[src/rtl/lc3_ea_sequencer_pkg.sv]
// Shared LC-3 constants: opcodes, sequencer state encoding and EA modes.
// Indirect support is selected with LC3_EA_INDIRECT_EN.
package lc3_pkg;

  localparam int WORD_W = 16;

  localparam logic [3:0] OP_BR   = 4'b0000;
  localparam logic [3:0] OP_ADD  = 4'b0001;
  localparam logic [3:0] OP_LD   = 4'b0010;
  localparam logic [3:0] OP_ST   = 4'b0011;
  localparam logic [3:0] OP_JSR  = 4'b0100;
  localparam logic [3:0] OP_AND  = 4'b0101;
  localparam logic [3:0] OP_LDR  = 4'b0110;
  localparam logic [3:0] OP_STR  = 4'b0111;
  localparam logic [3:0] OP_RTI  = 4'b1000;
  localparam logic [3:0] OP_NOT  = 4'b1001;
  localparam logic [3:0] OP_LDI  = 4'b1010;
  localparam logic [3:0] OP_STI  = 4'b1011;
  localparam logic [3:0] OP_JMP  = 4'b1100;
  localparam logic [3:0] OP_RES  = 4'b1101;
  localparam logic [3:0] OP_LEA  = 4'b1110;
  localparam logic [3:0] OP_TRAP = 4'b1111;

  typedef enum logic [2:0] {
    S_IDLE,
    S_CALC,
    S_IND_REQ,
    S_IND_WAIT,
    S_DONE
  } state_t;

  typedef enum logic [2:0] {
    EA_PC9,
    EA_PC11,
    EA_BASE,
    EA_BASE6,
    EA_TRAP,
    EA_ILL
  } ea_mode_t;

  typedef struct packed {
    logic [WORD_W-1:0] ir;
    logic [WORD_W-1:0] pc;
    logic [WORD_W-1:0] base;
  } ea_req_t;

endpackage

[src/rtl/lc3_ea_sequencer_if.sv]
// Request, result and indirect-read bundle of the EA sequencer.
// slave = sequencer side, master = decode/memory environment side.
interface lc3_ea_sequencer_if;
  import lc3_pkg::*;

  logic              req_valid;
  logic              req_ready;
  logic [WORD_W-1:0] ir;
  logic [WORD_W-1:0] pc;
  logic [WORD_W-1:0] base;

  logic              ea_valid;
  logic              ea_ready;
  logic [WORD_W-1:0] ea;
  logic              err;

  logic              mem_req;
  logic              mem_gnt;
  logic [WORD_W-1:0] mem_addr;
  logic              mem_rvalid;
  logic [WORD_W-1:0] mem_rdata;

  modport slave (
    input  req_valid, ir, pc, base,
    input  ea_ready,
    input  mem_gnt, mem_rvalid, mem_rdata,
    output req_ready,
    output ea_valid, ea, err,
    output mem_req, mem_addr
  );

  modport master (
    output req_valid, ir, pc, base,
    output ea_ready,
    output mem_gnt, mem_rvalid, mem_rdata,
    input  req_ready,
    input  ea_valid, ea, err,
    input  mem_req, mem_addr
  );

endinterface

[src/rtl/lc3_ea_sequencer_sext.sv]
// Sign-extends an IN_W-bit offset field to a 16-bit word.
module lc3_sext #(
  parameter int IN_W = 9
) (
  input  logic [IN_W-1:0] din,
  output logic [15:0]     dout
);

  assign dout = {{(16-IN_W){din[IN_W-1]}}, din};

endmodule

[src/rtl/lc3_ea_sequencer.sv]
// LC-3 effective-address sequencer with one shared adder.
// `define LC3_EA_INDIRECT_EN enables the LDI/STI pointer read path.
module lc3_ea_sequencer
  import lc3_pkg::*;
#(
  parameter int MEM_TIMEOUT = 15
) (
  input logic               clk,
  input logic               rst_n,
  lc3_ea_sequencer_if.slave bus
);

  state_t   state;
  state_t   nxt;
  ea_req_t  q;
  ea_mode_t mode;

  logic [WORD_W-1:0] s6;
  logic [WORD_W-1:0] s9;
  logic [WORD_W-1:0] s11;
  logic [WORD_W-1:0] a_op;
  logic [WORD_W-1:0] b_op;
  logic [WORD_W-1:0] sum;
  logic [WORD_W-1:0] calc_ea;
  logic              calc_err;
  logic [3:0]        op;

  logic [WORD_W-1:0] ea_q;
  logic [WORD_W-1:0] ea_d;
  logic              err_q;
  logic              err_d;
  logic              vld_q;
  logic              vld_d;

`ifdef LC3_EA_INDIRECT_EN
  logic              ind;
  logic              mreq_q;
  logic              mreq_d;
  logic [WORD_W-1:0] maddr_q;
  logic [WORD_W-1:0] maddr_d;
  logic [7:0]        cnt_q;
  logic [7:0]        cnt_d;
`else
  logic              unused_mem;
  assign unused_mem = ^{bus.mem_gnt, bus.mem_rvalid,
                        bus.mem_rdata, 8'(MEM_TIMEOUT)};
`endif

  lc3_sext #(.IN_W(6)) u_s6 (
    .din  (q.ir[5:0]),
    .dout (s6)
  );

  lc3_sext #(.IN_W(9)) u_s9 (
    .din  (q.ir[8:0]),
    .dout (s9)
  );

  lc3_sext #(.IN_W(11)) u_s11 (
    .din  (q.ir[10:0]),
    .dout (s11)
  );

  assign op = q.ir[15:12];

  always_comb begin
    mode = EA_ILL;
`ifdef LC3_EA_INDIRECT_EN
    ind  = 1'b0;
`endif
    unique case (1'b1)
      (op == OP_BR), (op == OP_LD),
      (op == OP_ST), (op == OP_LEA):
        mode = EA_PC9;
      (op == OP_LDI), (op == OP_STI): begin
`ifdef LC3_EA_INDIRECT_EN
        mode = EA_PC9;
        ind  = 1'b1;
`else
        mode = EA_ILL;
`endif
      end
      (op == OP_JSR) && q.ir[11]:
        mode = EA_PC11;
      (op == OP_JSR) && !q.ir[11],
      (op == OP_JMP):
        mode = EA_BASE;
      (op == OP_LDR), (op == OP_STR):
        mode = EA_BASE6;
      (op == OP_TRAP):
        mode = EA_TRAP;
      default:
        mode = EA_ILL;
    endcase
  end

  // Single adder; JSRR/JMP pass base through with a zero offset.
  always_comb begin
    a_op = q.pc;
    b_op = '0;
    unique case (mode)
      EA_PC9:   b_op = s9;
      EA_PC11:  b_op = s11;
      EA_BASE:  a_op = q.base;
      EA_BASE6: begin
        a_op = q.base;
        b_op = s6;
      end
      default:  b_op = '0;
    endcase
  end

  assign sum      = a_op + b_op;
  assign calc_err = (mode == EA_ILL);

  always_comb begin
    unique case (mode)
      EA_TRAP: calc_ea = {8'h00, q.ir[7:0]};
      EA_ILL:  calc_ea = '0;
      default: calc_ea = sum;
    endcase
  end

  always_ff @(posedge clk or negedge rst_n) begin
    if (!rst_n) begin
      state <= S_IDLE;
      q     <= '0;
      ea_q  <= '0;
      err_q <= 1'b0;
      vld_q <= 1'b0;
`ifdef LC3_EA_INDIRECT_EN
      mreq_q  <= 1'b0;
      maddr_q <= '0;
      cnt_q   <= '0;
`endif
    end else begin
      state <= nxt;
      if (state == S_IDLE && bus.req_valid) begin
        q.ir   <= bus.ir;
        q.pc   <= bus.pc;
        q.base <= bus.base;
      end
      ea_q  <= ea_d;
      err_q <= err_d;
      vld_q <= vld_d;
`ifdef LC3_EA_INDIRECT_EN
      mreq_q  <= mreq_d;
      maddr_q <= maddr_d;
      cnt_q   <= cnt_d;
`endif
    end
  end

  always_comb begin
    nxt = state;
    unique case (state)
      S_IDLE:
        if (bus.req_valid) nxt = S_CALC;
`ifdef LC3_EA_INDIRECT_EN
      S_CALC:
        nxt = ind ? S_IND_REQ : S_DONE;
      S_IND_REQ:
        if (bus.mem_gnt) nxt = S_IND_WAIT;
      S_IND_WAIT:
        if (bus.mem_rvalid || cnt_q == 8'd1)
          nxt = S_DONE;
`else
      S_CALC:
        nxt = S_DONE;
`endif
      S_DONE:
        if (bus.ea_ready) nxt = S_IDLE;
      default:
        nxt = S_IDLE;
    endcase
  end

  always_comb begin
    ea_d  = ea_q;
    err_d = err_q;
    vld_d = vld_q;
`ifdef LC3_EA_INDIRECT_EN
    mreq_d  = mreq_q;
    maddr_d = maddr_q;
    cnt_d   = cnt_q;
`endif
    unique case (state)
      S_CALC: begin
`ifdef LC3_EA_INDIRECT_EN
        if (ind) begin
          mreq_d  = 1'b1;
          maddr_d = sum;
        end else begin
          ea_d  = calc_ea;
          err_d = calc_err;
          vld_d = 1'b1;
        end
`else
        ea_d  = calc_ea;
        err_d = calc_err;
        vld_d = 1'b1;
`endif
      end
`ifdef LC3_EA_INDIRECT_EN
      S_IND_REQ:
        if (bus.mem_gnt) begin
          mreq_d = 1'b0;
          cnt_d  = 8'(MEM_TIMEOUT);
        end
      // The timeout fires on the edge the counter would reach zero.
      S_IND_WAIT:
        if (bus.mem_rvalid) begin
          ea_d  = bus.mem_rdata;
          err_d = 1'b0;
          vld_d = 1'b1;
        end else if (cnt_q == 8'd1) begin
          ea_d  = '0;
          err_d = 1'b1;
          vld_d = 1'b1;
          cnt_d = '0;
        end else begin
          cnt_d = cnt_q - 8'd1;
        end
`endif
      S_DONE:
        if (bus.ea_ready) vld_d = 1'b0;
      default: ;
    endcase
  end

  assign bus.req_ready = rst_n && (state == S_IDLE);
  assign bus.ea_valid  = vld_q;
  assign bus.ea        = ea_q;
  assign bus.err       = err_q;

`ifdef LC3_EA_INDIRECT_EN
  assign bus.mem_req   = mreq_q;
  assign bus.mem_addr  = maddr_q;
`else
  assign bus.mem_req   = 1'b0;
  assign bus.mem_addr  = '0;
`endif

endmodule

[src/flat_wrapper.sv]
// flat-port wrapper written by rule: the top's interface ports become plain ports
module lc3_ea_sequencer_flat import lc3_pkg::*;
#(
  parameter int MEM_TIMEOUT = 15
)
  (clk, rst_n, bus_req_valid, bus_ir, bus_pc, bus_base, bus_ea_ready, bus_mem_gnt, bus_mem_rvalid, bus_mem_rdata, bus_req_ready, bus_ea_valid, bus_ea, bus_err, bus_mem_req, bus_mem_addr);
  lc3_ea_sequencer_if bus_i ();
  input logic clk;
  input logic rst_n;
  input wire logic [$bits(bus_i.req_valid)-1:0] bus_req_valid;
  input wire logic [$bits(bus_i.ir)-1:0] bus_ir;
  input wire logic [$bits(bus_i.pc)-1:0] bus_pc;
  input wire logic [$bits(bus_i.base)-1:0] bus_base;
  input wire logic [$bits(bus_i.ea_ready)-1:0] bus_ea_ready;
  input wire logic [$bits(bus_i.mem_gnt)-1:0] bus_mem_gnt;
  input wire logic [$bits(bus_i.mem_rvalid)-1:0] bus_mem_rvalid;
  input wire logic [$bits(bus_i.mem_rdata)-1:0] bus_mem_rdata;
  output wire logic [$bits(bus_i.req_ready)-1:0] bus_req_ready;
  output wire logic [$bits(bus_i.ea_valid)-1:0] bus_ea_valid;
  output wire logic [$bits(bus_i.ea)-1:0] bus_ea;
  output wire logic [$bits(bus_i.err)-1:0] bus_err;
  output wire logic [$bits(bus_i.mem_req)-1:0] bus_mem_req;
  output wire logic [$bits(bus_i.mem_addr)-1:0] bus_mem_addr;
  assign bus_i.req_valid = bus_req_valid;
  assign bus_i.ir = bus_ir;
  assign bus_i.pc = bus_pc;
  assign bus_i.base = bus_base;
  assign bus_i.ea_ready = bus_ea_ready;
  assign bus_i.mem_gnt = bus_mem_gnt;
  assign bus_i.mem_rvalid = bus_mem_rvalid;
  assign bus_i.mem_rdata = bus_mem_rdata;
  assign bus_req_ready = bus_i.req_ready;
  assign bus_ea_valid = bus_i.ea_valid;
  assign bus_ea = bus_i.ea;
  assign bus_err = bus_i.err;
  assign bus_mem_req = bus_i.mem_req;
  assign bus_mem_addr = bus_i.mem_addr;
  lc3_ea_sequencer #(.MEM_TIMEOUT(MEM_TIMEOUT)) u_core (.clk(clk), .rst_n(rst_n), .bus(bus_i));
endmodule
[config.mk]
export PLATFORM = sky130hd
export DESIGN_NAME = lc3_ea_sequencer_flat
export DESIGN_NICKNAME = d
export VERILOG_FILES = /design/src/rtl/lc3_ea_sequencer_pkg.sv /design/src/rtl/lc3_ea_sequencer_if.sv /design/src/rtl/lc3_ea_sequencer_sext.sv /design/src/rtl/lc3_ea_sequencer.sv /design/src/flat_wrapper.sv
export SDC_FILE = /design/constraint.sdc
export NUM_CORES = 1
export LEC_CHECK = 0
export ABC_AREA = 1
export ABC_CLOCK_PERIOD_IN_PS = 2500
export BUFFER_PORTS_ARGS = -buffer_cell sky130_fd_sc_hd__buf_2
export CAP_MARGIN = 25
export CELL_PAD_IN_SITES_DETAIL_PLACEMENT = 2
export CELL_PAD_IN_SITES_GLOBAL_PLACEMENT = 2
export CORE_UTILIZATION = 27
export DETAILED_ROUTE_END_ITERATION = 8
export PLACE_DENSITY_LB_ADDON = 0.1
export SETUP_SLACK_MARGIN = 0.02
export SYNTH_ARGS = -nofsm -noshare
export SYNTH_HDL_FRONTEND = slang
export SYNTH_HIERARCHICAL = 1
export SYNTH_SLANG_ARGS = --single-unit
[constraint.sdc]
create_clock -name clk -period 2.5 [get_ports clk]
set_input_delay 0.25 -clock clk [delete_from_list [all_inputs] [get_ports clk]]
set_output_delay 0.25 -clock clk [all_outputs]
set_load 0.02 [all_outputs]
==> results.txt <==
Area grow syn2layout: 32.98%
Port Buf Inserts: 70
Util after Layout: 37.17%
Setup Viol. Count Final: 13
Layout cells sized above 1: 38.42%
CP Data Arrival Time: 2.88 ns
Max-slew violations: 0
Routed wire length: 14860 um
Core region area: 0.01606 mm2
Syn Area/Cell: 7.530 um2
Synth top cells by count: nand2_1, dfrtp_1, buf_4, nand3_1, nor2_1
Final RePlAce weighted congestion: 0.7698
NetSw: 4.523 mW
Final hold slack: 0.08198 ns
Total GRT Usage: 18.88%
Slew at the pin closest to its max-slew limit: 0.7102 ns
First-pass GRT wire length: 24030 um
DP Area: 0.005079 mm2
Synth top area share: 37.91%
WP data required: 2.72 ns
Setup CP Type: reg2reg
Endpoints failing hold: 0
Vias in the first global route: 4465
CP Capture Type: register
FMAX: 375.7 MHz
Warnings, synthesis: 6
Status: finished, violations left
Die Area: 0.01714 mm2
TNS Setup: -1.067 ns
Vert. Die Dim: 130.9 um
First-pass detailed-route iteration total: 4
Num CTS Buffers: 9
Vias per inst: 4.518
Launching point of the worst reg2reg path: u_core/op[1]
Via count: 4057
CP startpoint kind: register
Synth area leader: dfrtp_1
Initial core utilization: 27.95%
Post-route ant nets: 0
Unique masters post-synth: 41
Max VDD drop: 704.6 uV
Slew HR: 52.66%
Reg2reg path depth: 14
Crit path time final: 2.662 ns
I/O pins: 106
Comb power frac: 65.0%
Crit. Startpoint: u_core/op[1]
Synth async-reset ratio: 100.0%
Register area share after synthesis: 37.91%
Drt initial violations: 100
Skew final: 0.007465 ns
Total gr overflow: 0
Post-synth EDFFs: 0
Final Cell Area: 0.005968 mm2
Failing checks: negative setup slack
Hold-fix buffers at CTS: 0
Cell Pwr Density: 1674 mW/mm2
Maximum fanout along the worst path: 6
Total Power: 9.989 mW
Max cap viols: 0
Nets: 763
Wire length per cell: 16.55 um
Switching share of power: 45.28%
Cell Area, Synth: 0.004488 mm2
Die X: 130.9 um
Period utilization: 106.5%
Syn Inst Count: 596
CTS tree: yes
Leakage: 2.991 nW
Rows: 46
Part of the power in registers: 20.5%
Synthesized flop and latch total: 68
Final setup margin: -0.1617 ns
Reg clk slew, reported paths: 0.06 ns
CTS Sinks: 68
RSZ-0062 raised after global routing: yes
Residual DRC: 0
Worst skew pair latency: 0.34 ns
Top post-synthesis cells by area: dfrtp_1, nand2_1, buf_4, ha_1, nand3_1
Dominant cell by count in the synthesized netlist: nand2_1
Clk root buf: clkbuf_16
P_int: 5.466 mW
H-tree levels: 3
Main flop type after synthesis: dfrtp_1
R2R Setup Slk: -0.16 ns
Initial antenna violation count: 0
Largest net degree at the start of global routing: 45
Worst Hold Class: in2async
Clock power share: 14.5%
Clock Path Buffers: 2
Hpwl dp: 10930 um
Antenna cell count: 0
stage by stage:
| step | worst slack (ns) | std cells |
|---|---|---|
| detailed placement | -0.2876 | 872 |
| finish | -0.1617 | 898 |
| global route | -0.2785 | 898 |
| global placement | -0.1878 | 872 |
| floorplan | 0.01393 | 612 |
| CTS | -0.1233 | 895 |
power by group through the flow:
stage	clock, mW	sequential [mW]	combinational [mW]
floorplan	0	2.06	3.46
global placement	0	2.02	5.08
detailed placement	0	2.05	5.20
CTS	1.50	2.04	6.27
global route	1.54	2.12	7.16
finish	1.44	2.05	6.50
kinds of logic after synthesis:
group / after synthesis / synth area share, %
adders and majority gates: 16 / 4.628
other: 1 / 0.08356
xor gates and xnor gates: 4 / 0.7807
muxes: 15 / 3.764
DFF: 68 / 37.91
and+or+nand+nor: 318 / 29.16
buffers and inverters: 109 / 14.91
AOI/OAI and AO/OA: 65 / 8.754
cells in the final DEF (no fill, tap or decap), types with 13 or more instances in the layout:
master	Yosys	layout
nand2_1	246	228
buf_2	4	70
dfrtp_1	68	67
buf_4	66	52
nand2_2	5	20
inv_1	23	18
nor2_1	25	17
conb_1	1	17
nand3_1	26	15
ha_4	0	14
o21ai_0	16	13
routing by layer:
layer / vias to the layer above / GRT usage [%] / part of all wire [%]
met1: 1989 / 22.66 / 44
met3: 15 / 2.402 / 2.1
met5: - / 0 / 0
met4: 0 / 6.356 / 1.4
li1: 1998 / - / -
met2: 55 / 34.58 / 52
state kept, by name, summed over array words and instances, names as in the netlist:
name / count
u_core/state: 2
u_core/bus.ea: 16
u_core/bus.err: 1
u_core/bus.ea_valid: 1
u_core/op: 4
u_core/q: 44
critical path, stage by stage, from the launching register on:
cell	delay, ns
dfrtp_2	0.44
buf_6	0.14
nand2_2	0.06
nor2_2	0.04
nor2_4	0.21
nand2_4	0.14
a22oi_2	0.16
nand2_2	0.09
ha_4	0.17
fa_2	0.38
buf_4	0.15
buf_6	0.11
or2_2	0.27
nand3_2	0.08
a31oi_1	0.07
cell type report:
cell class | instances | area [um2]
inverter | 29 | 116.4
clock buffer | 13 | 260.3
sequential | 68 | 1703
timing repair buffer | 132 | 870.8
tap | 216 | 270.3
fill | 1841 | 10090
multi-input combinational | 437 | 2679
clock inverter | 3 | 68.82
worst paths after layout:
check | endpoint
worst min register to register | u_core/bus.ea[12]
min in group clk | u_core/q[37]
worst max register to register | u_core/bus.ea[2]
worst max-delay path | u_core/bus.ea[2]
max in group asynchronous | u_core/op[1]
worst min-delay path | u_core/bus.ea[7]
timing repair:
action                     in CTS  in global routing
pin swaps                      30                 20
gates cloned                    2                  0
buffers inserted                5                  3
resized for setup              78                 26
setup endpoints to repair      14                 14
(Power assumes the default switching activity.)
